### config.mk
export PLATFORM = sky130hd
export DESIGN_NAME = store_buffer
export DESIGN_NICKNAME = d
export VERILOG_FILES = /design/src/rtl/store_buffer_pkg.sv /design/src/rtl/store_buffer_fmt.sv /design/src/rtl/store_buffer.sv
export SDC_FILE = /design/constraint.sdc
export NUM_CORES = 1
export LEC_CHECK = 0
export CORE_MARGIN = 2
export CORE_UTILIZATION = 25
export CTS_BUF_LIST = sky130_fd_sc_hd__clkbuf_8
export DETAILED_ROUTE_END_ITERATION = 6
export PLACE_DENSITY_LB_ADDON = 0.15
export SLEW_MARGIN = 10
export SYNTH_ARGS = -nofsm -noshare
export SYNTH_HDL_FRONTEND = slang
export SYNTH_HIERARCHICAL = 1
export SYNTH_SLANG_ARGS = --single-unit
export TNS_END_PERCENT = 100
### constraint.sdc
create_clock -name clk -period 5.25 [get_ports clk]
set_input_delay 1.575 -clock clk [delete_from_list [all_inputs] [get_ports clk]]
set_output_delay 1.575 -clock clk [all_outputs]
set_load 0.02 [all_outputs]
### src/rtl/store_buffer_pkg.sv
// Shared CPU store definitions: byte-enable constants, store-size encoding,
// drain FSM states and the queued entry layout.
package store_buffer_pkg;

    localparam logic [3:0] BE_BYTE0 = 4'b0001;
    localparam logic [3:0] BE_BYTE1 = 4'b0010;
    localparam logic [3:0] BE_BYTE2 = 4'b0100;
    localparam logic [3:0] BE_BYTE3 = 4'b1000;
    localparam logic [3:0] BE_HALF0 = 4'b0011;
    localparam logic [3:0] BE_HALF1 = 4'b1100;
    localparam logic [3:0] BE_WORD  = 4'b1111;

    typedef enum logic [1:0] {
        SZ_B = 2'd0,
        SZ_H = 2'd1,
        SZ_W = 2'd2
    } st_size_e;

    typedef enum logic {
        ST_IDLE = 1'b0,
        ST_BUSY = 1'b1
    } drain_state_e;

    // Word address only: the byte offset is folded into be.
    typedef struct packed {
        logic [29:0] waddr;
        logic [31:0] wdata;
        logic [3:0]  be;
    } sb_entry_t;

endpackage

### src/rtl/store_buffer_fmt.sv
// Combinational store formatter: lane-replicated data, byte enables and
// misalignment flag. sb has priority over sh; neither set means sw.
module store_fmt
    import store_buffer_pkg::*;
(
    input  logic [31:0] addr_i,
    input  logic [31:0] data_i,
    input  logic        sb_i,
    input  logic        sh_i,
    output logic [31:0] wdata_o,
    output logic [3:0]  be_o,
    output logic        misalign_o
);

    st_size_e size;

    always_comb begin
        size       = sb_i ? SZ_B : (sh_i ? SZ_H : SZ_W);
        wdata_o    = data_i;
        be_o       = BE_WORD;
        misalign_o = 1'b0;
        case (size)
            SZ_B: begin
                wdata_o = {4{data_i[7:0]}};
                be_o    = BE_BYTE0 << addr_i[1:0];
            end
            SZ_H: begin
                wdata_o    = {2{data_i[15:0]}};
                be_o       = addr_i[1] ? BE_HALF1 : BE_HALF0;
                misalign_o = addr_i[0];
            end
            default: begin
                wdata_o    = data_i;
                be_o       = BE_WORD;
                misalign_o = (addr_i[1:0] != 2'b00);
            end
        endcase
    end

endmodule

### src/rtl/store_buffer.sv
// Posted-write store buffer: formats CPU stores, queues them in order and
// drains them to data memory over a req/ack handshake.
module store_buffer
    import store_buffer_pkg::*;
#(
    parameter int DEPTH = 4,
    parameter int CW    = $clog2(DEPTH + 1)
) (
    input  logic          clk,
    input  logic          rst,
    input  logic          st_valid,
    output logic          st_ready,
    input  logic [31:0]   st_addr,
    input  logic [31:0]   st_data,
    input  logic          st_sb,
    input  logic          st_sh,
    output logic          st_misalign,
    input  logic [31:0]   ld_addr,
    output logic          ld_hit,
    output logic          mem_req,
    input  logic          mem_ack,
    output logic [31:0]   mem_addr,
    output logic [31:0]   mem_wdata,
    output logic [3:0]    mem_be,
    output logic [CW-1:0] count,
    output logic          empty
);

    localparam int PW = $clog2(DEPTH);

    drain_state_e     state_q, state_d;
    logic [PW-1:0]    head_q, tail_q;
    logic [CW-1:0]    count_q, count_d;
    logic [DEPTH-1:0] valid_q, valid_d;
    logic             misalign_q;
    sb_entry_t        entry_q [DEPTH];

    logic [31:0] fmt_wdata;
    logic [3:0]  fmt_be;
    logic        fmt_misalign;
    logic        accept, enq, pop;
    sb_entry_t   head_entry;

    store_fmt u_fmt (
        .addr_i     (st_addr),
        .data_i     (st_data),
        .sb_i       (st_sb),
        .sh_i       (st_sh),
        .wdata_o    (fmt_wdata),
        .be_o       (fmt_be),
        .misalign_o (fmt_misalign)
    );

    // Ready comes from the registered count only, so a pop never frees a slot
    // in the same cycle.
    assign st_ready = (count_q < CW'(DEPTH));
    assign accept   = st_valid && st_ready;
    assign enq      = accept && !fmt_misalign;
    assign pop      = (state_q == ST_BUSY) && mem_ack;
    assign count_d  = count_q + CW'(enq) - CW'(pop);

    always_comb begin
        valid_d = valid_q;
        if (pop) valid_d[head_q] = 1'b0;
        if (enq) valid_d[tail_q] = 1'b1;
    end

    always_comb begin
        state_d = state_q;
        mem_req = 1'b0;
        case (state_q)
            ST_IDLE: begin
                if (count_q != '0) state_d = ST_BUSY;
            end
            ST_BUSY: begin
                mem_req = 1'b1;
                if (mem_ack && (count_d == '0)) state_d = ST_IDLE;
            end
            default: state_d = ST_IDLE;
        endcase
    end

    always_ff @(posedge clk) begin
        if (rst) begin
            state_q    <= ST_IDLE;
            head_q     <= '0;
            tail_q     <= '0;
            count_q    <= '0;
            valid_q    <= '0;
            misalign_q <= 1'b0;
        end else begin
            state_q    <= state_d;
            count_q    <= count_d;
            valid_q    <= valid_d;
            misalign_q <= accept && fmt_misalign;
            if (pop) head_q <= head_q + PW'(1);
            if (enq) tail_q <= tail_q + PW'(1);
        end
    end

    // Payload storage needs no reset; valid_q qualifies every read.
    always_ff @(posedge clk) begin
        if (enq) entry_q[tail_q] <= '{waddr: st_addr[31:2], wdata: fmt_wdata, be: fmt_be};
    end

    always_comb begin
        ld_hit = 1'b0;
        for (int i = 0; i < DEPTH; i++) begin
            if (valid_q[i] && (entry_q[i].waddr == ld_addr[31:2])) ld_hit = 1'b1;
        end
    end

    assign head_entry  = entry_q[head_q];
    assign mem_addr    = mem_req ? {head_entry.waddr, 2'b00} : 32'h0;
    assign mem_wdata   = mem_req ? head_entry.wdata : 32'h0;
    assign mem_be      = mem_req ? head_entry.be : 4'h0;
    assign st_misalign = misalign_q;
    assign count       = count_q;
    assign empty       = (count_q == '0);

endmodule

# Word level (Yosys, flattened, before mapping)
# Memories as Yosys holds them, arrays and structs flattened. A register that Yosys moved wholly into a read port is not among the register bits.
# Index checks and enable logic that the tools add are counted.
[totals]
register_bits = 13
mem_count = 1
wordCells = 70
ramBits = 264
out_inout_bits = 76
inputBits = 102
[mem_list]
columns = ["memory", "words", "word_bits", "rd", "rd_clocked_by_memory_dff", "write_ports", "line", "rtl"]
rows = [
  ["entry_q", 4, 66, 5, 1, 1, "store_buffer.sv:36", "sb_entry_t entry_q [DEPTH];"],
]
[classes]
n_eq_ne = 5
add_sub_neg = 4
n_reduce_logical = 17
shift = 1
n_mux = 27
n_bitwise = 4
n_lt_le_gt_ge = 5
[ops]
columns = ["op", "n"]
rows = [
  ["$eq 30x30->1", 4],
  ["$mux 32", 2],
  ["$pmux 32 s2", 1],
  ["$mux 4", 4],
  ["$logic_and 1x1->1", 11],
  ["$mux 1", 11],
  ["$mux 2", 4],
  ["$pmux 4 s2", 1],
  ["$logic_not 3->1", 2],
  ["$lt 2x3->1 const B", 2],
  ["$add 2x1->2 const B", 2],
  ["$and 4x4->4", 1],
  ["$demux 1 s2", 2],
  ["$ge 2x1->1 const B", 2],
  ["$not 4->4", 1],
  ["$or 4x4->4", 1],
  ["$pmux 1 s2", 2],
  ["$shl 1x2->4 const A", 1],
  ["$add 3x1->3", 1],
  ["$lt 3x3->1 const B", 1],
  ["$reduce_bool 3->1", 1],
  ["$sub 3x1->3", 1],
  ["$eq 2x1->1 const B", 1],
  ["$logic_not 2->1", 1],
  ["other kinds (3)", 3],
]

# Depth between registers and ports, before layout
[logic_depth]
ltp_word = 12
ltp_mapped = 12
ltp_nobuf = 11

# By module
# Netlist, hierarchy kept.
[modules_own_cells]
columns = ["module", "area_per_inst_um2", "cells_per_inst", "n_inst", "seq_area_each_um2"]
rows = [
  ["store_buffer", 12039.0, 673, 1, 8227.9],
  ["store_fmt", 489.2, 72, 1, 0.0],
]

# Worst setup path after synthesis
# Ideal clock, no wire load.
[synth_timing]
path_kind = "input to register"
from = "input port st_sb"
to = "memory entry_q[0][0] (netlist bit), enable pin"
required_ns = 4.818
path_stages = 5
t_arrival_ns = 3.923
setup_time_ns = 0.432
path_slack_ns = 0.895
cell_sequence = "buf_4 > buf_6 > a21oi_1 > nor3b_2 > and2_1"
[synth_between]
elab_chain_len = 7
[synth_rtl]
columns = ["element", "line", "rtl"]
rows = [
  ["from (decl)", "store_buffer.sv:15", "input logic st_sb,"],
  ["$mux 2 (*)", "store_buffer_fmt.sv:18", "size = sb_i ? SZ_B : (sh_i ? SZ_H : SZ_W);"],
  ["$eq 2x1->1 / $logic_not 2->1 (equally long branches)", "store_buffer_fmt.sv:22", "case (size)"],
  ["$pmux 1 s2 (*)", "store_buffer_fmt.sv:22", ""],
  ["named net fmt_misalign", "store_buffer.sv:40", "logic fmt_misalign;"],
  ["$logic_not 1->1 (*)", "store_buffer.sv:58", "assign enq = accept && !fmt_misalign;"],
  ["$logic_and 1x1->1 (*)", "store_buffer.sv:58", ""],
  ["$mux 1 (*)", "store_buffer.sv:103", "if (enq) entry_q[tail_q] <= '{waddr: st_addr[31:2], wdata: fmt_wdata, be: fmt_be};"],
  ["$mux 1 (not written as such) (*)", "store_buffer.sv:103", ""],
  ["to (decl)", "store_buffer.sv:36", ""],
]
# The timed path passes the listed nets; every way through them passes the cells marked *.

# Worst setup path in the final report
[layout_timing]
from = "input port ld_addr[3]"
to = "output port ld_hit"
[layout_between]
elab_chain_len = 6
[layout_rtl]
columns = ["element", "line", "rtl"]
rows = [
  ["from (decl)", "store_buffer.sv:18", "input logic [31:0] ld_addr,"],
  ["$eq 30x30->1", "store_buffer.sv:109", "if (valid_q[i] && (entry_q[i].waddr == ld_addr[31:2])) ld_hit = 1'b1;"],
  ["$logic_and 1x1->1", "store_buffer.sv:109", ""],
  ["$mux 1 (3 in a row)", "store_buffer.sv:109", ""],
  ["$mux 1 (*)", "store_buffer.sv:109", ""],
  ["to (decl)", "store_buffer.sv:19", "output logic ld_hit,"],
]
# Every way passes the cells marked *; elsewhere a longest branch is shown, timed or not.

==> flow_summary.json <==
{
  "period_needed_ns": 5.05,
  "finalSetupViolCount": 0,
  "p_comb_frac": 0.272,
  "synth_common_cells": "edfxtp_1, xnor2_1, and2_1",
  "netlist_top_cells_area": "edfxtp_1, mux4_2, xnor2_1, and2_1, xor2_1",
  "drt_iter0_markers": 308,
  "ys_types": 32,
  "clk_latency_ns": 0.63,
  "slew_headroom": 0.611,
  "fin_nets": 1096,
  "drtPass1Iterations": 5,
  "num_vias": 7152,
  "crit_type": "in2out",
  "diodes": 0,
  "yosys.area.top_type": "edfxtp_1",
  "synth_seq_cells": 279,
  "grt.total_usage": 0.137,
  "drv_cap": 0,
  "cpMaxStageDelayCell": "clkdlybuf4s50_1",
  "synth-simple-area-share": 0.0712,
  "cts-hold-fix-buffers": 0,
  "grt_max_degree": 67,
  "seq_power_share": 0.419,
  "startpoint_type": "input port",
  "grt_pass1_wl_mm": 51.8,
  "synth.most_common_cell": "edfxtp_1",
  "clkPwrFrac": 0.309,
  "fillCellCount": 5001,
  "finClkSkew_ns": 0.0200,
  "syn_avg_cell_area_um2": 16.8,
  "whs_ns": 0.507,
  "rr_worst_depth": 10,
  "min_delay_path_depth": 2,
  "syn_area_um2": 12500,
  "cp_max_fo": 3,
  "overflow": 0,
  "swShare": 0.301,
  "leakagePower_uw": 0.00530,
  "syn2layout_area_growth_pct": 30.5,
  "final_cells": 1695,
  "die_w_um": 228,
  "grt_antenna_before_repair": 3,
  "drcViolationCount": 0,
  "synth_top_family_by_area": "multiplexers",
  "synth-edff-count": 264,
  "fin_crit_sh": 0.962,
  "worst_pin_slew_ns": 0.584,
  "synthAdderAreaFrac": 0.0106,
  "layout-drive-gt1-share": 0.214,
  "required_ns": 3.68,
  "wirelength_mm": 35.4,
  "path_clk_slew_ns": 0.06,
  "synthXorXnorAreaFrac": 0.0874,
  "p_switching_uw": 1940,
  "cts_buffers": 53,
  "die_h_um": 228,
  "grt_pass1_vias": 7803,
  "cts-root-buf": "clkbuf_8",
  "slowest_delay_ns": 0.55,
  "synthCells": 745,
  "async_flop_share": 0,
  "tns_ns": 0,
  "synthMuxAreaShare": 0.132,
  "arrival_ns": 3.47,
  "dp_cells": 1601,
  "rsz0062_at_grt": "false",
  "yosysWarnings": 6,
  "drtAntennaViolNets": 0,
  "final_util": 0.328,
  "synth_compound_area_frac": 0.0124,
  "dp_hpwl_mm": 23.3,
  "die-area_um2": 51900,
  "max_freq_ghz": 0.198,
  "portBuffers": 173,
  "io_pins": 178,
  "seq_area_frac_synth": 0.657,
  "fin_ws_ns": 0.201,
  "h-tree-depth": 2,
  "status": "complete, no violations",
  "yosysTopAreaCellShare": 0.633,
  "min-delay-path-class": "reg2reg",
  "power_density_nw_per_um2": 394,
  "end_kind": "output pin",
  "vias_per_cell": 4.22,
  "initial_utilization": 0.251,
  "intPower_uw": 4510,
  "cts_sinks": 279,
  "post-cts-setup-buffers": 0,
  "row_count": 82,
  "synth_top_flop_cell": "edfxtp_1",
  "pre_cts_ws_ns": -0.214,
  "ir_worst_vdd_v": 0.000168,
  "wl_per_cell_um": 20.9,
  "core_um2": 49900,
  "cts_tree": "built",
  "crit_chain": "clkdlybuf4s50_1, buf_4, xor2_1, nor4_1, buf_4, nand4_1, nand4_1, clkbuf_2",
  "gp_congestion": 0.789,
  "cts_buffer_depth": 3,
  "slew_violations": 0,
  "hold_viol": 0
}
==> metal layers <==
| layer | global-route usage | vias to the layer above | wire length [um] |
|---|---|---|---|
| li1 | - | 3299 | - |
| met1 | 0.176 | 3571 | 15600 |
| met3 | 0.0413 | 57 | 2320 |
| met2 | 0.222 | 219 | 16700 |
| met4 | 0.0413 | 6 | 833 |
| met5 | 0 | - | 39 |
==> logic make-up after synthesis <==
logic type,Yosys count
DFF,279
and+or+nand+nor,151
xor gates and xnor gates,125
muxes,82
buffers and inverters,68
AOI/OAI and AO/OA,29
adders and majority gates,10
other,1
==> sequential cells by signal, indices dropped and copies added (netlist names), named ones only <==
signal / cells
entry_q: 264
valid_q: 4
count: 3
head_q: 2
tail_q: 2
st_misalign: 1
state_q: 1
==> cell usage in the layout (no fill, tap or decap), types with 12 or more instances in the layout <==
cell type / count
buf_4: 56
inv_1: 21
nand2_1: 16
nand4_1: 25
mux4_2: 66
and2_1: 67
edfxtp_1: 264
clkbuf_8: 53
clkdlybuf4s50_1: 172
dfxtp_1: 12
xnor2_1: 81
clkinv_1: 19
xor2_1: 44
nor4_1: 16
==> power groups by stage <==
stage	logic [uW]	registers (uW)	clock network [uW]
2_1_floorplan	981	2730	0
3_3_place_gp	1810	2750	0
3_5_place_dp	1800	2750	0
4_1_cts	1810	2710	2090
5_1_grt	1890	2720	2180
6_report	1750	2700	1990
==> layout make-up <==
cell class | instances | area (um^2) | area share
multi-input cells | 399 | 3960 | 0.242
flip-flops and latches | 279 | 8240 | 0.504
clock buffers | 53 | 729 | 0.0446
repair buffers | 236 | 2290 | 0.140
well taps | 672 | 841 | 0.0514
inverters | 15 | 56.3 | 0.00344
clock inverters | 41 | 249 | 0.0152
==> critical path, delay by kind of cell <==
| family | cells | cell delay [ns] |
|---|---|---|
| buf+inv | 4 | 1.15 |
| simple gates | 3 | 0.61 |
| xor+xnor | 1 | 0.14 |
==> timing repair <==
action                                  in CTS  in global routing
hold endpoints to repair                     0                  0
gates cloned                                 0                  0
endpoints found under the setup margin       1                  1
gates resized for setup                      1                  3
pin swaps                                    0                  0
==> final timing paths <==
check             startpoint  slack, ns  endpoint
setup / recovery  ld_addr[3]       0.20    ld_hit
hold / removal     head_q[1]       0.51  register
setup reg to reg     state_q       2.79   state_q
hold reg to reg    head_q[1]       0.51  register
==> stage by stage <==
stage | cell area [um^2] | total power, uW
3_5_place_dp | 15400 | 4550
4_1_cts | 16400 | 6600
5_1_grt | 16400 | 6790
6_report | 16400 | 6450
2_1_floorplan | 12500 | 3710
3_3_place_gp | 15400 | 4560
Note: power is estimated with default switching activity, not from simulation.
